--- config.mk ---
export PLATFORM = sky130hd
export DESIGN_NAME = hazard_ctrl_unit
export DESIGN_NICKNAME = d
export VERILOG_FILES = /design/src/rtl/hazard_ctrl_unit.sv
export SDC_FILE = /design/constraint.sdc
export NUM_CORES = 1
export LEC_CHECK = 0
export ABC_AREA = 1
export CAP_MARGIN = 20
export CORE_UTILIZATION = 50
export DETAILED_ROUTE_END_ITERATION = 10
export PLACE_DENSITY = 0.95
export SLEW_MARGIN = 20
export SYNTH_ARGS = -nofsm -noshare
export SYNTH_HDL_FRONTEND = slang
export SYNTH_SLANG_ARGS = --single-unit
--- constraint.sdc ---
create_clock -name CLK -period 3.8 [get_ports CLK]
set_input_delay 0.95 -clock CLK [delete_from_list [all_inputs] [get_ports CLK]]
set_output_delay 0.95 -clock CLK [all_outputs]
set_load 0.03 [all_outputs]
--- src/rtl/hazard_ctrl_unit.sv ---
// Pipeline hazard controller: latch enables/flushes, PC enable, EX forwarding, halt-drain FSM, perf counters.
// Optional feature macro: HZU_FWD_EN (EX-stage forwarding; otherwise every RAW hazard stalls).
module hazard_ctrl_unit #(
    parameter int REGW      = 5,
    parameter int DRAIN_CYC = 3,
    parameter int CNTW      = 16
) (
    input  logic            CLK,
    input  logic            RST,
    input  logic            ihit,
    input  logic            dmem_req,
    input  logic            dhit,
    input  logic            halt_id,
    input  logic            branch_taken,
    input  logic            jump,
    input  logic [REGW-1:0] ifid_rs,
    input  logic [REGW-1:0] ifid_rt,
    input  logic [REGW-1:0] idex_rs,
    input  logic [REGW-1:0] idex_rt,
    input  logic [REGW-1:0] idex_rd,
    input  logic            idex_wen,
    input  logic            idex_load,
    input  logic [REGW-1:0] exmem_rd,
    input  logic            exmem_wen,
    input  logic [REGW-1:0] memwb_rd,
    input  logic            memwb_wen,
    output logic            pc_en,
    output logic            en_ifid,
    output logic            en_idex,
    output logic            en_exmem,
    output logic            en_memwb,
    output logic            flush_ifid,
    output logic            flush_idex,
    output logic            flush_memwb,
    output logic [1:0]      fwd_a,
    output logic [1:0]      fwd_b,
    output logic            halted,
    output logic [CNTW-1:0] cnt_dstall,
    output logic [CNTW-1:0] cnt_istall,
    output logic [CNTW-1:0] cnt_flush
);

    typedef enum logic [1:0] {RUN, DRAIN, HALTED} state_t;

    localparam int DCW = (DRAIN_CYC < 1) ? 1 : $clog2(DRAIN_CYC + 1);
    localparam logic [DCW-1:0] DRAIN_LAST = DCW'(DRAIN_CYC);

    state_t          state, state_nxt;
    logic [DCW-1:0]  dcnt, dcnt_nxt;
    logic            redir_pend, redir_pend_nxt;
    logic            dmiss, redir, lduse, imiss;
    logic            inc_d, inc_i, inc_f;
    logic            pc_en_c, en_ifid_c, en_idex_c, en_exmem_c, en_memwb_c;
    logic            flush_ifid_c, flush_idex_c, flush_memwb_c;

    function automatic logic writes_src(input logic wen, input logic [REGW-1:0] rd,
                                        input logic [REGW-1:0] rs, input logic [REGW-1:0] rt);
        return wen && (rd != '0) && ((rd == rs) || (rd == rt));
    endfunction

    function automatic logic [CNTW-1:0] sat_inc(input logic [CNTW-1:0] v, input logic inc);
        if (inc && (v != {CNTW{1'b1}}))
            return v + CNTW'(1);
        return v;
    endfunction

`ifdef HZU_FWD_EN
    function automatic logic [1:0] fwd_sel(input logic [REGW-1:0] src);
        if (exmem_wen && (exmem_rd != '0) && (exmem_rd == src))
            return 2'b01;
        if (memwb_wen && (memwb_rd != '0) && (memwb_rd == src))
            return 2'b10;
        return 2'b00;
    endfunction

    assign lduse = idex_load && writes_src(idex_wen, idex_rd, ifid_rs, ifid_rt);
    assign fwd_a = RST ? 2'b00 : fwd_sel(idex_rs);
    assign fwd_b = RST ? 2'b00 : fwd_sel(idex_rt);
`else
    // Without forwarding, any in-flight writer of an ID source holds ID until it retires.
    logic unused_fwd_inputs;
    assign unused_fwd_inputs = ^{idex_rs, idex_rt, idex_load};
    assign lduse = writes_src(idex_wen, idex_rd, ifid_rs, ifid_rt)
                 | writes_src(exmem_wen, exmem_rd, ifid_rs, ifid_rt)
                 | writes_src(memwb_wen, memwb_rd, ifid_rs, ifid_rt);
    assign fwd_a = 2'b00;
    assign fwd_b = 2'b00;
`endif

    assign dmiss = dmem_req & ~dhit;
    assign redir = branch_taken | jump | redir_pend;
    assign imiss = ~ihit;

    always_comb begin
        pc_en_c        = 1'b1;
        en_ifid_c      = 1'b1;
        en_idex_c      = 1'b1;
        en_exmem_c     = 1'b1;
        en_memwb_c     = 1'b1;
        flush_ifid_c   = 1'b0;
        flush_idex_c   = 1'b0;
        flush_memwb_c  = 1'b0;
        state_nxt      = state;
        dcnt_nxt       = dcnt;
        redir_pend_nxt = redir_pend;
        inc_d          = 1'b0;
        inc_i          = 1'b0;
        inc_f          = 1'b0;

        if (state == HALTED) begin
            pc_en_c    = 1'b0;
            en_ifid_c  = 1'b0;
            en_idex_c  = 1'b0;
            en_exmem_c = 1'b0;
            en_memwb_c = 1'b0;
        end else if (dmiss) begin
            pc_en_c       = 1'b0;
            en_ifid_c     = 1'b0;
            en_idex_c     = 1'b0;
            en_exmem_c    = 1'b0;
            en_memwb_c    = 1'b0;
            flush_memwb_c = 1'b1;
            inc_d         = 1'b1;
            // EX redirect seen while frozen must survive until the miss resolves.
            if (branch_taken || jump)
                redir_pend_nxt = 1'b1;
        end else if (redir) begin
            flush_ifid_c   = 1'b1;
            flush_idex_c   = 1'b1;
            inc_f          = 1'b1;
            redir_pend_nxt = 1'b0;
            if (state == DRAIN) begin
                state_nxt = RUN;
                dcnt_nxt  = '0;
            end
        end else if (state == DRAIN) begin
            pc_en_c      = 1'b0;
            flush_ifid_c = 1'b1;
            dcnt_nxt     = dcnt + DCW'(1);
            if (dcnt_nxt == DRAIN_LAST)
                state_nxt = HALTED;
        end else begin
            if (lduse) begin
                pc_en_c      = 1'b0;
                en_ifid_c    = 1'b0;
                flush_idex_c = 1'b1;
            end else if (imiss) begin
                pc_en_c      = 1'b0;
                flush_ifid_c = 1'b1;
                inc_i        = 1'b1;
            end
            // Halt commits to draining only once it actually moves into EX.
            if (halt_id && !lduse) begin
                state_nxt = DRAIN;
                dcnt_nxt  = '0;
            end
        end
    end

    assign pc_en       = pc_en_c & ~RST;
    assign en_ifid     = en_ifid_c & ~RST;
    assign en_idex     = en_idex_c & ~RST;
    assign en_exmem    = en_exmem_c & ~RST;
    assign en_memwb    = en_memwb_c & ~RST;
    assign flush_ifid  = flush_ifid_c | RST;
    assign flush_idex  = flush_idex_c | RST;
    assign flush_memwb = flush_memwb_c | RST;
    assign halted      = (state == HALTED);

    always_ff @(posedge CLK or posedge RST) begin
        if (RST) begin
            state      <= RUN;
            dcnt       <= '0;
            redir_pend <= 1'b0;
            cnt_dstall <= '0;
            cnt_istall <= '0;
            cnt_flush  <= '0;
        end else begin
            state      <= state_nxt;
            dcnt       <= dcnt_nxt;
            redir_pend <= redir_pend_nxt;
            cnt_dstall <= sat_inc(cnt_dstall, inc_d);
            cnt_istall <= sat_inc(cnt_istall, inc_i);
            cnt_flush  <= sat_inc(cnt_flush, inc_f);
        end
    end

endmodule
==> flow_summary.ini, run 1 <==
[run_status]
outcome = completed

[sta]
worst_slew_pin_slew_ns = 0.5974
drv_slew = 0
rsz0062_at_grt = false
setup_viol = 0
relSlewSlack = 0.6005
fmax_mhz = 278.2
fin_worst_skew_ns = 0.01302
fin_crit_ns = 3.594
fin_crit_sh = 0.9458
hold_viol_final = 0

[final_layout]
regArea_um2 = 1326
layout.nets = 646
drive_gt1_frac = 0.06711
multi_input_area_um2 = 1904
area_growth_pct = 33.29
final_cell_area_um2 = 4725
fill_cells = 578
diodes = 0
postLayoutCoreUtil = 0.6916

[clock_tree]
numCtsBuffers = 5
worstSkewPairLatency_ns = 0.31
clk_pin_slew_ns = 0.09
cts_hold_buf = 0
cts.sinks = 53
cts_max_path_buffers = 2
h-tree-depth = 2
cts_tree = done
cts_root_buf = clkbuf_8

[power_and_ir_drop]
clkPwrFrac = 0.204
p_leak_nw = 2.351
combPwrFrac = 0.397
switching_share = 0.3961
p_int_mw = 1.162
pwr_density_cell_nw_per_um2 = 407.2
ir_drop_mv = 0.3283
switching_power_mw = 0.7621
seq_power_share = 0.399

[logic_synthesis]
yosys.area_share.adder = 0.01412
synth_warnings = 0
synth_top_family_by_area = simple AND/OR/NAND/NOR gates
synthMuxAreaShare = 0
yosysSeqAreaShare = 0.3742
synth_cell_types = 30
synthCells = 490
synthXorXnorAreaFrac = 0.1285
synthSimpleGateAreaFrac = 0.3636
syn_area_um2 = 3545
synth_compound_area_frac = 0.02683
syn_avg_cell_area_um2 = 7.234
yosys_register_bits = 53

[setup_path]
crit_buf_inv = 4
crit_top_cell = nand2_1
crit_path_top_delay_cell = clkdlybuf4s50_1
max_stage_delay_ns = 0.52
path_max_fanout = 5
cp-start-kind = primary input
crit_family = buffers and inverters
path_class = in2out
cp-end-kind = output port
worstRegToRegCells = 9
crit_path_cell_trace = clkdlybuf4s50_1 -> inv_1 -> nand2_1 -> nand2_1 -> nor2_1 -> nand3_1 -> nand2_1 -> nand2_1 -> nand3_1 -> nand2_1 -> buf_4 -> o21ai_1 -> buf_4
required_ns = 2.85
r2r_end = cnt_istall[9]
rrSetupSlack_ns = 1.59
timing.rr.start = cnt_istall[0]
crit_arrival_ns = 2.64

[grt]
antenna_found_initial = 0
grt_overflow = 0
grt_max_degree = 47
grt_first_pass_wirelength_um = 15000
grt_pass1_vias = 3479
grt_usage = 0.2491

[floorplanning]
rows = 30
core_um2 = 6832
fp.dieH_um = 86.20
fp.dieArea_um2 = 7430
die_width_um = 86.20
initial_core_util = 0.5189
boundaryPins = 108

[detailed_routing]
vias = 3460
ant_nets = 0
drc = 0
first_pass_iters = 4
wl_per_cell_um = 12.73
viasPerCell = 5.000
drt_iter0_drc = 136
wirelength_um = 8806

[worst_hold_path]
hold_path_depth = 2
hold_path_class = reg2reg
min_to = dcnt[0]
min_from = dcnt[0]

[run]
max-cap-violations = 0

[placed_design]
place.port_buffers = 92
gp_congestion = 0.9077
dp_hpwl_um = 6937
post_dp_cell_area_um2 = 4614
cells by family after synthesis:
family / count (synthesis)
XOR/XNOR: 52
adder cells (fa/ha/maj): 4
AND/OR/NAND/NOR: 290
AO/OA/AOI/OAI: 14
buffers and inverters: 76
flip-flops: 53
other: 1
cell usage in the layout, fill, tap and decap left out, types with 2 or more instances in the layout:
cell type,n
nand3_1,27
nand2_2,2
conb_1,4
xnor2_1,21
nor3_1,11
inv_1,62
nand2_1,163
a21oi_1,2
ha_1,4
buf_4,18
clkdlybuf4s50_1,86
nand4_1,26
nor4_1,2
nor2_1,50
nor2_4,3
xor2_1,31
o21ai_0,9
clkbuf_8,5
dfrtp_1,53
sequential cells by signal, indices dropped and copies added (netlist names):
register    count
state           2
cnt_istall     16
cnt_flush      16
cnt_dstall     16
dcnt            2
redir_pend      1
cell usage after synthesis:
cell type	n	area, µm²
inv_2	1	3.750
clkbuf_1	1	3.750
nand2_2	2	12.51
nor4_1	2	12.51
a41oi_4	1	27.53
nor2_4	3	33.78
clkinv_1	1	3.750
nand3_1	27	135.1
nor3_1	11	55.05
nor2_8	1	20.02
nand4_1	26	162.7
dfrtp_1	53	1326
a21oi_1	2	10.01
buf_2	2	10.01
nand3_4	1	17.52
conb_1	1	3.750
a21boi_0	1	7.510
xnor2_1	21	183.9
inv_1	63	236.5
xor2_1	31	271.5
nand2_1	163	611.8
ha_1	4	50.05
buf_4	6	45.04
nor3_4	1	16.27
nor2_2	1	6.260
buf_6	2	22.52
nand3b_1	1	7.510
nor2_1	50	187.7
o21ai_0	10	50.05
nor3_2	1	10.01
worst max-delay path by stage:
stage | slack [ns] | startpoint | to | depth (start not counted)
after floorplan | 0.36 | dhit | pc_en | 5
after global placement | -0.13 | ifid_rs[4] | en_ifid | 13
after detailed placement | -0.19 | ifid_rt[1] | en_ifid | 13
after CTS | 0.04 | ifid_rt[1] | en_ifid | 13
after global routing | 0.03 | memwb_rd[3] | flush_idex | 13
final | 0.21 | ifid_rt[1] | flush_idex | 13
stage by stage:
step / hold WS [ns] / setup TNS, ns / worst slack, ns / total power [mW] / instances
after global placement: 0.4571 / -0.1297 / -0.1297 / 1.501 / 684
after global routing: 0.5190 / 0 / 0.03272 / 2.033 / 692
after detailed placement: 0.4658 / -0.1876 / -0.1876 / 1.541 / 684
final: 0.4956 / 0 / 0.2058 / 1.924 / 692
after floorplan: 0.4419 / 0 / 0.3642 / 1.224 / 493
after CTS: 0.4913 / 0 / 0.04092 / 1.937 / 692
layer usage:
metal  up-vias  global-route usage  share of wire
met3        16             0.03619          0.038
met1      1611              0.2993           0.42
met4         0             0.07879          0.021
met2        96              0.4582           0.52
li1       1737                   -              -
met5         -                   0              0
worst reg2reg max path: cells and delay by family (launching register included):
kind | cells | cell delay [ns]
AOI/OAI and AO/OA | 1 | 0.49
adders and majority gates | 1 | 0.26
buffers and inverters | 2 | 0.17
DFF | 1 | 0.46
and+or+nand+nor | 5 | 0.74
power groups by stage:
stage / Combinational, mW / Sequential, mW / Clock, mW
floorplan: 0.308 / 0.916 / 0
global placement: 0.732 / 0.768 / 0
detailed placement: 0.764 / 0.777 / 0
CTS: 0.768 / 0.766 / 0.403
global route: 0.830 / 0.782 / 0.422
finish: 0.763 / 0.768 / 0.392
cell type report:
cell class                      count  share of cell area
Sequential cell                    53              0.2807
Multi-Input combinational cell    364              0.4031
Timing Repair Buffer              106              0.2145
Tap cell                           96             0.02542
Clock buffer                        5             0.01457
Inverter                           65             0.05244
Clock inverter                      3            0.009269
timing repair:
action	in CTS	in global routing
setup endpoints to repair	1	2
resized for setup	1	4
setup buffers	0	0
Power figures use the tool's default switching activity.
==> run 2: changes to the inputs <==
CORE_UTILIZATION = 48   (was 50)
PLACE_DENSITY = 0.93   (was 0.95)
SKIP_CTS_REPAIR_TIMING = 1   (was unset)
clock period = 3.44 ns   (was 3.8 ns; I/O delays follow)
==> run 2 against run 1 <==
Hold slack got worse by 0.010 ns. First-iteration DRC count increased by 13%. Worst setup slack lost 0.091 ns. Combinational power is 10% higher. Non-clock buffer count grew 3. Critical path depth fell by 2. Sequential power rose by 9.9%. Critical path type unchanged. Critical endpoint is now pc_en. Largest cell class unchanged. Largest power group unchanged. Highest routed layer unchanged.
==> flow_summary.ini, run 2 (synthesis results as in run 1) <==
[sta]
finalHoldWorstSlack_ns = 0.4856
fin_crit_ns = 3.325
worst_slew_pin_slew_ns = 0.5055
tns_ns = 0
fmax_mhz = 300.7
fin_crit_sh = 0.9666
hold_viol_final = 0
fin_worst_skew_ns = 0.01425
drv_slew = 0
relSlewSlack = 0.6609
setup_viol = 0

[setup_path]
crit_path_cell_trace = clkdlybuf4s50_1 -> xor2_1 -> nor2_1 -> nand3_1 -> nand2_1 -> nand2_1 -> inv_1 -> nor2_8 -> nand3_1 -> a21boi_0 -> buf_4
max_stage_delay_ns = 0.55
timing.rr.start = cnt_istall[0]
required_ns = 2.58
cp-start-kind = primary input
crit_arrival_ns = 2.47
worstRegToRegCells = 9
r2r_end = cnt_istall[9]
rrSetupSlack_ns = 1.40
path_class = in2out
crit_family = buffers and inverters
crit_path_top_delay_cell = clkdlybuf4s50_1
crit_buf_inv = 3
path_max_fanout = 3
cp-end-kind = output port

[clock_tree]
worstSkewPairLatency_ns = 0.31
numCtsBuffers = 5
cts_tree = done
clk_pin_slew_ns = 0.08
cts_root_buf = clkbuf_8
cts.sinks = 53
cts_max_path_buffers = 2
h-tree-depth = 2

[detailed_routing]
first_pass_iters = 4
viasPerCell = 4.957
wirelength_um = 8665
ant_nets = 0
drt_iter0_drc = 154
drc = 0
vias = 3445
wl_per_cell_um = 12.47

[final_layout]
layout_common_cells = nand2_1 (161), clkdlybuf4s50_1 (63), inv_1 (58), dfrtp_1 (53), nor2_1 (47)
final_cell_area_um2 = 4821
layout_commonest_cell = nand2_1
drive_gt1_frac = 0.09349
top_regs = cnt_dstall: 16 flops, cnt_flush: 16 flops, cnt_istall: 16 flops
layout.nets = 649
postLayoutCoreUtil = 0.6942
fill_cells = 534
area_growth_pct = 36.00
diodes = 0

[power_and_ir_drop]
clkPwrFrac = 0.199
p_leak_nw = 2.554
combPwrFrac = 0.400
switching_share = 0.3898
pwr_density_cell_nw_per_um2 = 436.8
switching_power_mw = 0.8208
p_int_mw = 1.285
seq_power_share = 0.401
ir_drop_mv = 0.3352

[grt]
antenna_found_initial = 0
grt_first_pass_wirelength_um = 14470
grt_overflow = 0
grt_max_degree = 33
grt_pass1_vias = 3326
grt_usage = 0.2336

[floorplanning]
initial_core_util = 0.5105
fp.dieH_um = 87.94
rows = 30
die_width_um = 87.94
boundaryPins = 108
fp.dieArea_um2 = 7733
core_um2 = 6944

[placed_design]
gp_congestion = 0.9161
place.port_buffers = 92
post_dp_cell_area_um2 = 4629
dp_hpwl_um = 6680

[worst_hold_path]
min_to = dcnt[0]
hold_path_class = reg2reg
min_from = dcnt[0]
hold_path_depth = 2

[run_status]
outcome = completed

[run]
max-cap-violations = 0
==> run 2: cell types whose count changed in the layout (fill, tap and decap cells not counted), sizes merged <==
cell and delta:
inv -1, dlymetal6s2s +20, clkdlybuf4s50 -23, clkbuf +1
buf +6
==> run 2: power groups by stage <==
stage / logic, mW / clock network [mW] / registers [mW]
after floorplan: 0.340 / 0 / 1.01
after global placement: 0.812 / 0 / 0.848
after detailed placement: 0.838 / 0 / 0.855
after CTS: 0.842 / 0.429 / 0.842
after global routing: 0.921 / 0.451 / 0.862
final: 0.843 / 0.419 / 0.844
==> run 2: final cells by class <==
class                      instances  area (µm²)  share of cell area
clock buffer                       6       72.57             0.01505
clock inverter                     2       38.79            0.008046
inverter                          65       247.7             0.05139
multi-input combinational        364        1933              0.4010
sequential                        53        1326              0.2751
tap                               96       120.1             0.02492
timing repair buffer             109        1082              0.2245
==> run 2: through the flow <==
| stage | setup slack, ns | instances | power, mW |
|---|---|---|---|
| finish | 0.1148 | 695 | 2.106 |
| global route | -0.03117 | 695 | 2.234 |
| CTS | -0.3819 | 695 | 2.114 |
| detailed placement | -0.3649 | 687 | 1.693 |
| global placement | -0.2972 | 687 | 1.660 |
| floorplan | 0.1842 | 493 | 1.352 |
==> run 2: worst max-delay path by stage <==
stage                            from       to  depth (start not counted)
after global placement     ifid_rs[3]  en_ifid                         13
after global routing      exmem_rd[0]    pc_en                         11
after floorplan                  dhit    pc_en                          5
final                     exmem_rd[0]    pc_en                         11
after detailed placement   ifid_rs[4]  en_ifid                         13
after CTS                  ifid_rs[4]  en_ifid                         13
==> run 2: tightest hold or removal path, cell delays in order (launching register included) <==
cell and delay [ns]:
dfrtp_1 0.36, nand2_1 0.05, nand2_1 0.05
==> run 2: routing by layer <==
metal / track usage / vias to the layer above / share of wire
met5: 0 / - / 0
met4: 0.06557 / 0 / 0.014
met3: 0.04901 / 12 / 0.049
met2: 0.3975 / 108 / 0.50
met1: 0.3002 / 1586 / 0.43
li1: - / 1739 / -
==> run 3: changes to the inputs <==
CORE_MARGIN = 2   (was unset)
==> run 3 against run 2 <==
Sequential share of layout area barely moved. Cell area rose by 0.16%. Fmax rose by 1.1%. Sequential power barely moved. Critical path type unchanged. Highest routed layer unchanged. Routed wire length rose by 0.81%.
==> flow_summary.ini, run 3 (synthesis results as in run 1) <==
[setup_path]
crit_family = buffers and inverters
path_class = in2out
crit_path_top_delay_cell = clkdlybuf4s50_1
cp-end-kind = output port
required_ns = 2.58
crit_start = exmem_rd[2]
timing.rr.start = cnt_istall[0]
crit_buf_inv = 4
crit_arrival_ns = 2.43
max_stage_delay_ns = 0.52
crit_top_cell = nand2_1
cp-start-kind = primary input
path_max_fanout = 5
crit_path_cell_trace = clkdlybuf4s50_1 -> inv_1 -> nand2_1 -> nand2_1 -> nor2_2 -> nand3_1 -> nand2_1 -> nand2_1 -> nand3_2 -> nand2_1 -> buf_4 -> o21ai_2 -> buf_6

[detailed_routing]
top_layer = met4
wl_met2_um = 4530
first_pass_iters = 4
wl_met1_um = 3791
ant_nets = 0
viasPerCell = 4.911
drt_iter0_drc = 121
wl_met3_um = 314
drc = 0
wl_per_cell_um = 12.51
wirelength_um = 8735
vias = 3428

[power_and_ir_drop]
power.total_mw = 2.111
seq_power_share = 0.400
switching_power_mw = 0.8287
combPwrFrac = 0.399
p_int_mw = 1.283
ir_drop_mv = 0.3226
pwr_density_cell_nw_per_um2 = 437.3
clkPwrFrac = 0.201
switching_share = 0.3925
p_leak_nw = 2.578

[floorplanning]
die_width_um = 89.94
fp.dieArea_um2 = 8088
rows = 31
core_um2 = 7214
initial_core_util = 0.4913
fp.dieH_um = 89.94
boundaryPins = 108

[final_layout]
diodes = 0
area_growth_pct = 36.22
layout.nets = 649
drive_gt1_frac = 0.09349
postLayoutCoreUtil = 0.6693
fill_cells = 591
layout_common_cells = nand2_1 (161), inv_1 (61), clkdlybuf4s50_1 (61), dfrtp_1 (53), nor2_1 (45)
layout_commonest_cell = nand2_1
top_regs = cnt_dstall: 16 flops, cnt_flush: 16 flops, cnt_istall: 16 flops

[sta]
fin_worst_skew_ns = 0.01537
finalHoldWorstSlack_ns = 0.4972
fin_crit_ns = 3.288
rsz0062_at_grt = false
relSlewSlack = 0.6546
drv_slew = 0
worst_slew_pin_slew_ns = 0.5150
fin_crit_sh = 0.9558
layout_setup_ws_ns = 0.1522
hold_viol_final = 0
fmax_mhz = 304.2
setup_viol = 0

[worst_hold_path]
hold_path_class = reg2reg
min_from = dcnt[0]

[clock_tree]
numCtsBuffers = 5
h-tree-depth = 2
cts_root_buf = clkbuf_8
worstSkewPairLatency_ns = 0.30
clk_pin_slew_ns = 0.08
cts_max_path_buffers = 2
cts_tree = done
cts.sinks = 53

[run]
max-cap-violations = 0

[grt]
antenna_found_initial = 0
grt_first_pass_wirelength_um = 14800
grt_max_degree = 36
grt_pass1_vias = 3294
grt_overflow = 0
grt_usage = 0.2165

[placed_design]
dp_hpwl_um = 6905
place_ws_ns = -0.3636
gp_congestion = 0.8843
place.port_buffers = 92

[run_status]
outcome = completed
## run 3: metrics by stage
step / std cells / instance area (µm²) / TNS (ns)
global placement: 690 / 4633 / -0.3938
CTS: 698 / 4746 / -0.4776
floorplan: 493 / 3560 / 0
detailed placement: 690 / 4633 / -0.4407
finish: 698 / 4828 / 0
global route: 698 / 4828 / 0
## run 3: path summary, 6_finish.rpt
kind | end | cells past startpoint | slack [ns]
worst max register to register | cnt_istall[1] | 9 | 1.40
worst min-delay path | dcnt[0] | 2 | 0.50
worst min register to register | dcnt[0] | 2 | 0.50
max in group asynchronous | cnt_flush[1] | 3 | 1.99
min in group asynchronous | cnt_istall[12] | 3 | 1.05
worst max-delay path | flush_idex | 13 | 0.15
## run 3: layer usage
metal  track usage  vias to the layer above
met5             0                        -
met4       0.04359                        0
met3       0.02934                       11
met2        0.4009                       85
met1        0.2708                     1595
li1              -                     1737
## run 3: cell type report
type                       count  area (µm²)  share of cell area
clock inverter                 3       43.79            0.009070
clock buffer                   5       68.82             0.01425
timing repair buffer         109        1087              0.2252
inverter                      65       247.7             0.05131
sequential                    53        1326              0.2747
multi-input combinational    364        1931              0.3998
tap                           99       123.9             0.02565
## run 3: worst reg2reg max path, cell delays in order, from the launching register on
cell and delay [ns]:
dfrtp_1 0.46, ha_1 0.26, nand3_1 0.17, inv_1 0.08, nand2_1 0.11, inv_1 0.08, a41oi_4 0.34, nand3_4 0.24
nand2_1 0.13, nand2_1 0.06
## run 3: power by group through the flow
stage | logic, mW | clock network (mW) | registers (mW)
floorplan | 0.340 | 0 | 1.01
global placement | 0.811 | 0 | 0.850
detailed placement | 0.840 | 0 | 0.856
CTS | 0.844 | 0.432 | 0.845
global route | 0.914 | 0.470 | 0.865
finish | 0.842 | 0.425 | 0.845
==> variant (settings of run 3) <==
The option `HZU_FWD_EN` is turned on by a define.
--- a/src/rtl/hazard_ctrl_unit.sv
+++ b/src/rtl/hazard_ctrl_unit.sv
@@ -1,4 +1,6 @@
 // Pipeline hazard controller: latch enables/flushes, PC enable, EX forwarding, halt-drain FSM, perf counters.
 // Optional feature macro: HZU_FWD_EN (EX-stage forwarding; otherwise every RAW hazard stalls).
+`define HZU_FWD_EN
+
 module hazard_ctrl_unit #(
     parameter int REGW      = 5,
Check against the original RTL: not equivalent (a bounded check fails within 4 cycles, from zero or initial values and one cycle with RST high).
==> variant against run 3 <==
  * Synthesized area increased by 3.2%
  * Global-route usage increased by 1.0 points
  * Fmax increased by 1.2%
  * Sequential cell count unchanged
  * Setup slack improved by 0.039 ns
  * Final area increased by 2.7%
  * Highest routed layer unchanged
  * Power decreased by 0.59%
  * Routed wire length increased by 3.6%
==> variant: results (changes against run 3) <==
status finished, final reports clean; DP HPWL 7.32 mm (+6.0%); layout cell share with drive strength beyond 1 10.6% (+1.2 points); peak supply drop 277 uV (-14%); Final Wtd Congestion 0.916 (+3.6%); Synth async-reset ratio 100% (unchanged); Crit path arrival time 2.39 ns (-0.04 ns); CP top delay family buffers and inverters; PortBufs 107 (+16%); first-pass GRT wire length 15.8 mm (+6.9%); top_reg_cell synth dfrtp_1; Yosys warning count 0 (unchanged); hold slack 0.510 ns (+0.0132 ns); Nets 665 (+2.5%); vias 3629 (+5.9%); largest net degree at the start of global routing 32 (-11%); Worst Reg-to-Reg Cells 8 (-1); hold_sp state[0]$_DFFE_PP0P_; Hold EP state[0]$_DFFE_PP0P_; reg-to-reg critical path startpoint cnt_flush[0]$_DFFE_PP0P_; Tightest Hold Check Type reg -> reg; Clock Skews 0.00806 ns (-0.00732 ns); CTS Root Cell clkbuf_8; Pleak 2.23 nW (-14%); WHS Path Cells 2 (unchanged); CTS H-tree lvls 2 (unchanged); RR Endpoint cnt_flush[15]$_DFFE_PP0P_; sequential-to-total area share from yosys stat 36.3% (-1.2 points); initial antenna violation count 0 (unchanged); Area contributors post-synth dfrtp_1 (36%), nand2_1 (14%), xnor2_1 (7.4%); slowest stage delay, CP 0.54 ns (+0.02 ns); GRT Total Usage 22.7% (+1.0 points); top cells by count, synth nand2_1 (137), inv_1 (62), dfrtp_1 (53), nor2_1 (53), xnor2_1 (31); Worst Tran Pin Value 0.431 ns (-0.0838 ns); DR WL/cell 12.7 um (+1.3%)
variant: changes by cell type after synthesis, moves of 4 or more:
cell,before,now
o21ai_2,0,14
nor3_1,11,15
nand2_1,163,137
xnor2_1,21,31
nor2_2,1,5
nand4_1,26,16
or2_2,0,4
variant: how the worst max path moves through the flow:
stage | start | end | slack (ns)
detailed placement | exmem_rd[2] | fwd_a[0] | -0.26
global route | idex_rd[2] | flush_idex | 0.007
floorplan | RST | flush_memwb | 0.30
finish | idex_rd[1] | flush_idex | 0.19
global placement | exmem_rd[2] | fwd_a[0] | -0.14
CTS | exmem_rd[2] | fwd_a[0] | -0.27
variant: cell type report:
type	count	area, um^2
tap	99	124
timing repair buffer	120	1150
clock inverter	2	13.8
clock buffer	6	82.6
multi-input combinational	372	2030
fill	583	2370
inverter	62	236
sequential	53	1330
variant: logic make-up (layout without fill, tap and decap cells):
logic type               after synthesis  in the layout  synth area share, %
XOR/XNOR                              59             59                 14.1
AND/OR/NAND/NOR                      273            273                 33.1
adder cells (fa/ha/maj)                4              4                 1.37
buffers and inverters                 69            190                 8.59
flip-flops                            53             53                 36.3
AO/OA/AOI/OAI                         36             36                 6.57
variant: where the power goes:
part | total (mW) | switching, mW | internal, mW
registers | 0.879 | 0.153 | 0.726
logic | 0.857 | 0.491 | 0.366
clock network | 0.363 | 0.200 | 0.164
variant: per-stage QoR:
step / power, mW / area, um^2 / std cells / utilization, % / setup slack [ns]
floorplan: 1.38 / 3660 / 494 / - / 0.299
global placement: 1.71 / 4850 / 706 / 66.2 / -0.143
detailed placement: 1.75 / 4850 / 706 / 66.2 / -0.258
CTS: 2.12 / 4950 / 714 / 67.5 / -0.265
global route: 2.24 / 4960 / 714 / 67.7 / 0.00700
finish: 2.10 / 4960 / 714 / 67.7 / 0.191
variant: routing by layer:
layer  part of all wire (%)  GRT usage, %
met4                    1.2          5.43
met2                     52          42.1
met5                      0             0
met3                    5.8          5.73
met1                     41          25.9
variant: worst register-to-register path, cell delays in order, from the launching register on:
cell     delay, ns
dfrtp_1       0.46
ha_1          0.23
nand3_1       0.17
nor3_1        0.20
nand3_1       0.09
nand2_1       0.33
inv_1         0.25
o21ai_0       0.11
o21ai_0       0.09
